### config.mk
export PLATFORM = sky130hd
export DESIGN_NAME = id_exe_hazard_ctrl
export DESIGN_NICKNAME = d
export VERILOG_FILES = /design/src/rtl/mips_pipe_pkg.sv /design/src/rtl/load_use_detect.sv /design/src/rtl/id_exe_hazard_ctrl.sv
export SDC_FILE = /design/constraint.sdc
export NUM_CORES = 1
export LEC_CHECK = 0
export ABC_CLOCK_PERIOD_IN_PS = 1300
export BUFFER_PORTS_ARGS = -buffer_cell sky130_fd_sc_hd__buf_2
export CAP_MARGIN = 10
export CORE_MARGIN = 2
export CORE_UTILIZATION = 35
export DETAILED_ROUTE_END_ITERATION = 7
export PLACE_DENSITY = 0.84
export SETUP_SLACK_MARGIN = 0.02
export SLEW_MARGIN = 20
export SYNTH_ARGS = -nofsm -noshare
export SYNTH_HDL_FRONTEND = slang
export SYNTH_HIERARCHICAL = 1
export SYNTH_SLANG_ARGS = --single-unit
### constraint.sdc
create_clock -name clock -period 1.3 [get_ports clock]
set_input_delay 0.065 -clock clock [delete_from_list [all_inputs] [get_ports clock]]
set_output_delay 0.065 -clock clock [all_outputs]
set_load 0.01 [all_outputs]
### src/rtl/mips_pipe_pkg.sv
// Shared pipeline-control types and constants for the MIPS-style core.
package mips_pipe_pkg;

    typedef enum logic {
        RUN     = 1'b0,
        MD_BUSY = 1'b1
    } md_state_t;

    localparam logic [4:0] REG_ZERO = 5'd0;

    localparam int unsigned MULDIV_LATENCY_DEFAULT = 4;

endpackage

### src/rtl/load_use_detect.sv
// Flags an ID instruction that reads the destination of the load currently in EX.
module load_use_detect
    import mips_pipe_pkg::*;
#(
    parameter int unsigned REG_ADDR_W = 5
) (
    input  logic [REG_ADDR_W-1:0] id_rs,
    input  logic [REG_ADDR_W-1:0] id_rt,
    input  logic                  id_uses_rt,
    input  logic                  ex_mem_read,
    input  logic [REG_ADDR_W-1:0] ex_rt,
    output logic                  load_use
);

    logic rs_match;
    logic rt_match;
    logic dest_live;

    // $zero is hardwired, so a load targeting it never creates a dependency
    assign dest_live = ex_mem_read && (ex_rt != REG_ADDR_W'(REG_ZERO));
    assign rs_match  = (ex_rt == id_rs);
    assign rt_match  = id_uses_rt && (ex_rt == id_rt);
    assign load_use  = dest_live && (rs_match || rt_match);

endmodule

### src/rtl/id_exe_hazard_ctrl.sv
// ID/EX hazard controller: load-use stall, branch squash and mul/div occupancy of EX.
// Build option HAZARD_STALL_PERF_EN adds a saturating front-end stall counter.
module id_exe_hazard_ctrl
    import mips_pipe_pkg::*;
#(
    parameter int unsigned MULDIV_LATENCY = MULDIV_LATENCY_DEFAULT,
    parameter int unsigned REG_ADDR_W     = 5
) (
    input  logic                  clock,
    input  logic                  reset,
    input  logic [REG_ADDR_W-1:0] id_rs,
    input  logic [REG_ADDR_W-1:0] id_rt,
    input  logic                  id_uses_rt,
    input  logic                  id_muldiv,
    input  logic                  ex_mem_read,
    input  logic [REG_ADDR_W-1:0] ex_rt,
    input  logic                  ex_branch_taken,
    output logic                  pc_write,
    output logic                  ifid_write,
    output logic                  ifid_flush,
    output logic                  idex_bubble,
    output logic                  idex_hold,
    output logic                  muldiv_busy,
    output logic [15:0]           stall_count
);

    md_state_t  state_q, state_d;
    logic [3:0] md_cnt_q, md_cnt_d;
    logic       load_use;

    load_use_detect #(
        .REG_ADDR_W (REG_ADDR_W)
    ) u_load_use_detect (
        .id_rs       (id_rs),
        .id_rt       (id_rt),
        .id_uses_rt  (id_uses_rt),
        .ex_mem_read (ex_mem_read),
        .ex_rt       (ex_rt),
        .load_use    (load_use)
    );

    always_ff @(posedge clock or posedge reset) begin
        if (reset) begin
            state_q  <= RUN;
            md_cnt_q <= 4'd0;
        end else begin
            state_q  <= state_d;
            md_cnt_q <= md_cnt_d;
        end
    end

    always_comb begin
        state_d     = state_q;
        md_cnt_d    = md_cnt_q;
        pc_write    = 1'b0;
        ifid_write  = 1'b0;
        ifid_flush  = 1'b0;
        idex_bubble = 1'b0;
        idex_hold   = 1'b0;
        muldiv_busy = 1'b0;
        if (reset) begin
            // Keep NOPs flowing into the pipe while reset is held
            ifid_flush  = 1'b1;
            idex_bubble = 1'b1;
        end else begin
            unique case (state_q)
                RUN: begin
                    if (ex_branch_taken) begin
                        pc_write    = 1'b1;
                        ifid_write  = 1'b1;
                        ifid_flush  = 1'b1;
                        idex_bubble = 1'b1;
                    end else if (load_use) begin
                        idex_bubble = 1'b1;
                    end else begin
                        pc_write   = 1'b1;
                        ifid_write = 1'b1;
                        if (id_muldiv) begin
                            state_d  = MD_BUSY;
                            md_cnt_d = 4'(MULDIV_LATENCY - 1);
                        end
                    end
                end
                MD_BUSY: begin
                    idex_hold   = 1'b1;
                    muldiv_busy = 1'b1;
                    md_cnt_d    = md_cnt_q - 4'd1;
                    if (md_cnt_q == 4'd1) begin
                        state_d = RUN;
                    end
                end
                default: begin
                    state_d = RUN;
                end
            endcase
        end
    end

`ifdef HAZARD_STALL_PERF_EN
    logic [15:0] stall_count_q;

    always_ff @(posedge clock or posedge reset) begin
        if (reset) begin
            stall_count_q <= 16'd0;
        end else if (!pc_write && (stall_count_q != 16'hFFFF)) begin
            stall_count_q <= stall_count_q + 16'd1;
        end
    end

    assign stall_count = stall_count_q;
`else
    assign stall_count = 16'd0;
`endif

endmodule

==> out/qor.txt <==
===============================================================================================
Sum of buffers and inverters on the critical path                                             2
Top FF cell, synth                                                                 sky130_fd_sc_hd__dfrtp_1
Port-buffer cells                                                                            26
Cell count after synthesis                                                                   69
Gr usage total                                                                            15.0%
TritonCTS clock tree                                                                      built
Leading cell type by number of instances after synthesis                           sky130_fd_sc_hd__buf_4
Wire length after detailed routing                                                 1440 microns
Reg2Reg Depth                                                                                 3
Upper clock frequency limit                                                             691 MHz
Total negative slack for setup checks                                                 -0.875 ns
Highest cell delay on the worst timing path                                             0.54 ns
Crit path launch                                                                       ex_rt[2]
Clk Tree Root Cell                                                                 sky130_fd_sc_hd__clkbuf_4
Detail Placement HPWL                                                              1020 microns
Number of nets in the finished design                                                       131
Residual DRC                                                                                  0
Post-synth EDFFs                                                                              0
Xor/xnor cell area share of the yosys netlist                                             15.4%
Synthesis-stage register bit count                                                            5
Remaining antenna violation count                                                             0
Average wire length per cell after detail routing                                  11.7 microns
Reg-to-reg critical path endpoint                                                   md_cnt_q[3]
Post-synthesis instance area                                                          568 sq um
Post-route clock period utilization                                                        111%
Clock input transition at the sequential cells of the worst setup and hold paths        0.04 ns
Fill cell count                                                                             124
Crit-path leading delay family                                                     simple AND/OR/NAND/NOR gates
Worst Slack Setup Final                                                               -0.147 ns
CP required                                                                             1.42 ns
Max-capacitance violation count                                                               0
Post-synthesis share of cell area spent on and, or, nand and nor gates                    16.1%
Class of the most critical hold timing path                                              in2reg
Worst setup path class                                                                   in2reg
Data arrival at the endpoint of the critical path                                       1.57 ns
Number of antenna violations at the first check in global routing                             0
Number of top-level pins                                                                     43
Pin count of the biggest net entering global routing                                          8
Cell-by-cell listing of the critical path                                          buf_6 > or4_4 > o21ai_4 > a21oi_2 > buf_4 > nor3b_4 > o21ai_2 > a211o_1
Top cell type's share of synthesized area                                                 23.8%
Worst setup EP type                                                                        flop
Number of placed cells counting well taps                                                   116
Avg Inst Size Synth                                                                  8.23 sq um
Via count normalized by instance count                                                     4.52
Highest net fanout along the worst path                                                       2
Hold Path Sink                                                                          state_q
Largest family of logic cells by synthesized area                                  buffers and inverters
Critical register-to-register path startpoint                                       md_cnt_q[0]
Warning count from the yosys run                                                              6
Signed area change from the synthesized netlist to the final layout                       52.0%
GRT overflow                                                                                  0
Max Buffers Root-to-Sink                                                                      2
Worst reg-to-reg setup slack                                                           -0.01 ns
Cell area power density                                                            1260 nW/um^2
Leakage power figure                                                                   0.441 nW
Max-slew violation count                                                                      0
Setup repair after global routing missed its margin                                         yes
Cell Rows                                                                                    14
Die Area                                                                             1960 sq um
Initial DRC Count                                                                             5
Final setup vio count                                                                         8
Global-route wire length before repair                                             2130 microns
Start point of the worst hold path                                                        reset
Final Wtd Congestion                                                                      0.810
Area of the placeable core                                                           1510 sq um
Initial Util                                                                              37.7%
Clk sinks                                                                                     5
Top post-synthesis cells by area                                                   sky130_fd_sc_hd__buf_4 24%, sky130_fd_sc_hd__dfrtp_1 22%, sky130_fd_sc_hd__xor2_1 11%
Adder-cell share of the synthesized area                                                  4.41%
Via count of the first global-routing pass                                                  536
Fraction of synthesized area in multiplexers                                              1.76%
Most frequent cells after synthesis                                                18 x sky130_fd_sc_hd__buf_4, 7 x sky130_fd_sc_hd__xor2_1, 6 x sky130_fd_sc_hd__inv_1
Status                                                                             finished with violations
Share of synthesized registers carrying an async set or reset                              100%
Clock buffers created by TritonCTS                                                            3
Die Ht                                                                             44.3 microns
Share of layout cells above drive strength 1                                              49.5%
Routed via count                                                                            556
Reg area                                                                              125 sq um
Final worst clock skew                                                               0.00544 ns
Startpoint class of the critical path                                              primary input
Worst hold path depth                                                                         3
Antenna fix cells                                                                             0
Slowest library cell on the worst path                                             sky130_fd_sc_hd__or4_4
Compound-Gate Fraction of Synth Area                                                      11.9%
Maximum resistive drop on vdd                                                        0.000476 V
Final min period                                                                        1.45 ns
Failing checks                                                                     negative setup slack
Number of H-tree branching levels                                                             1
Sequential area share after synthesis                                                     22.0%
Unique cell type count in the Yosys netlist                                                  26
Die width                                                                          44.3 microns
Insertion delay to the later sink of the worst-skew pair                                0.23 ns
Total area of multi-input combinational cells                                         419 sq um
Area leader, netlist                                                               sky130_fd_sc_hd__buf_4
Final hold violation count                                                                    0
Post-route non-filler standard cell count                                                   123
Initial DRT Pass Iterations                                                                   4
===============================================================================================
tightest hold or removal path, delay by kind of cell:
kind	cells	cell delay [ns]
AO/OA/AOI/OAI	1	0.12
AND/OR/NAND/NOR	1	0.07
buffers and inverters	1	0.13
report_power, final:
| part | leakage, nW | internal (mW) | total [mW] | switching [mW] |
|---|---|---|---|---|
| sequential | 0.0552 | 0.234 | 0.298 | 0.0640 |
| clock | 0.0150 | 0.116 | 0.171 | 0.0556 |
| combinational | 0.371 | 0.306 | 0.621 | 0.315 |
metal layers:
layer | vias up | global-route usage [%] | share of wire [%]
met1 | 253 | 14.9 | 34
li1 | 272 | - | -
met3 | 4 | 3.67 | 5.5
met2 | 27 | 28.2 | 59
met4 | 0 | 7.88 | 1.9
met5 | - | 0 | 0
cell type report:
class                      count  share of cell area [%]
clock buffer                   4                    3.04
multi-input combinational     55                    48.6
sequential                     5                    14.5
tap                           16                    2.32
inverter                       6                    2.61
timing repair buffer          37                    29.0
flip-flops by register name, indices dropped and copies added, names as in the netlist:
name / cells
state_q: 1
md_cnt_q: 4
layout by cell type (no fill, tap or decap), drive strengths merged:
cell type / instances
buf: 36
conb: 16
xor2: 7
inv: 6
o21ai: 6
dfrtp: 5
clkbuf: 4
xnor2: 3
nand3: 3
nor3: 2
nor2: 2
ha: 2
nor3b: 1
nand2b: 1
nand2: 1
or3: 1
and3: 1
a211o: 1
a22oi: 1
a211oi: 1
nor4b: 1
mux2i: 1
o2bb2ai: 1
dlygate4sd3: 1
nor4: 1
or4: 1
a21oi: 1
through the flow:
step | hold WS, ns | area, sq um | setup WS (ns) | total power, mW | utilization, %
2_1_floorplan | -0.121 | 633 | -0.165 | 0.642 | -
3_3_place_gp | 0.109 | 708 | -0.282 | 0.774 | 47.0
3_5_place_dp | 0.112 | 708 | -0.366 | 0.795 | 47.0
4_1_cts | 0.171 | 806 | -0.192 | 1.06 | 53.5
5_1_grt | 0.196 | 863 | -0.184 | 1.18 | 57.3
6_report | 0.179 | 863 | -0.147 | 1.09 | 57.3
how the worst max path moves through the flow:
stage / endpoint / slack (ns) / cells past startpoint
global placement: md_cnt_q[3] / -0.28 / 7
detailed placement: md_cnt_q[3] / -0.37 / 7
floorplan: md_cnt_q[3] / -0.17 / 6
CTS: ifid_write / -0.19 / 7
global route: md_cnt_q[2] / -0.18 / 9
finish: md_cnt_q[3] / -0.15 / 8
kinds of logic after synthesis:
| logic type | Yosys count |
|---|---|
| other | 1 |
| AND/OR/NAND/NOR | 15 |
| buffers and inverters | 24 |
| adder cells (fa/ha/maj) | 2 |
| AO/OA/AOI/OAI | 11 |
| XOR/XNOR | 10 |
| multiplexers | 1 |
| flip-flops | 5 |
what timing repair did:
action,CTS,global route
setup buffers,1,1
endpoints found under the hold margin,5,0
hold buffers,1,0
pin swaps,11,8
resized for setup,14,11
setup endpoints to repair,7,8
Power figures use the tool's default switching activity.
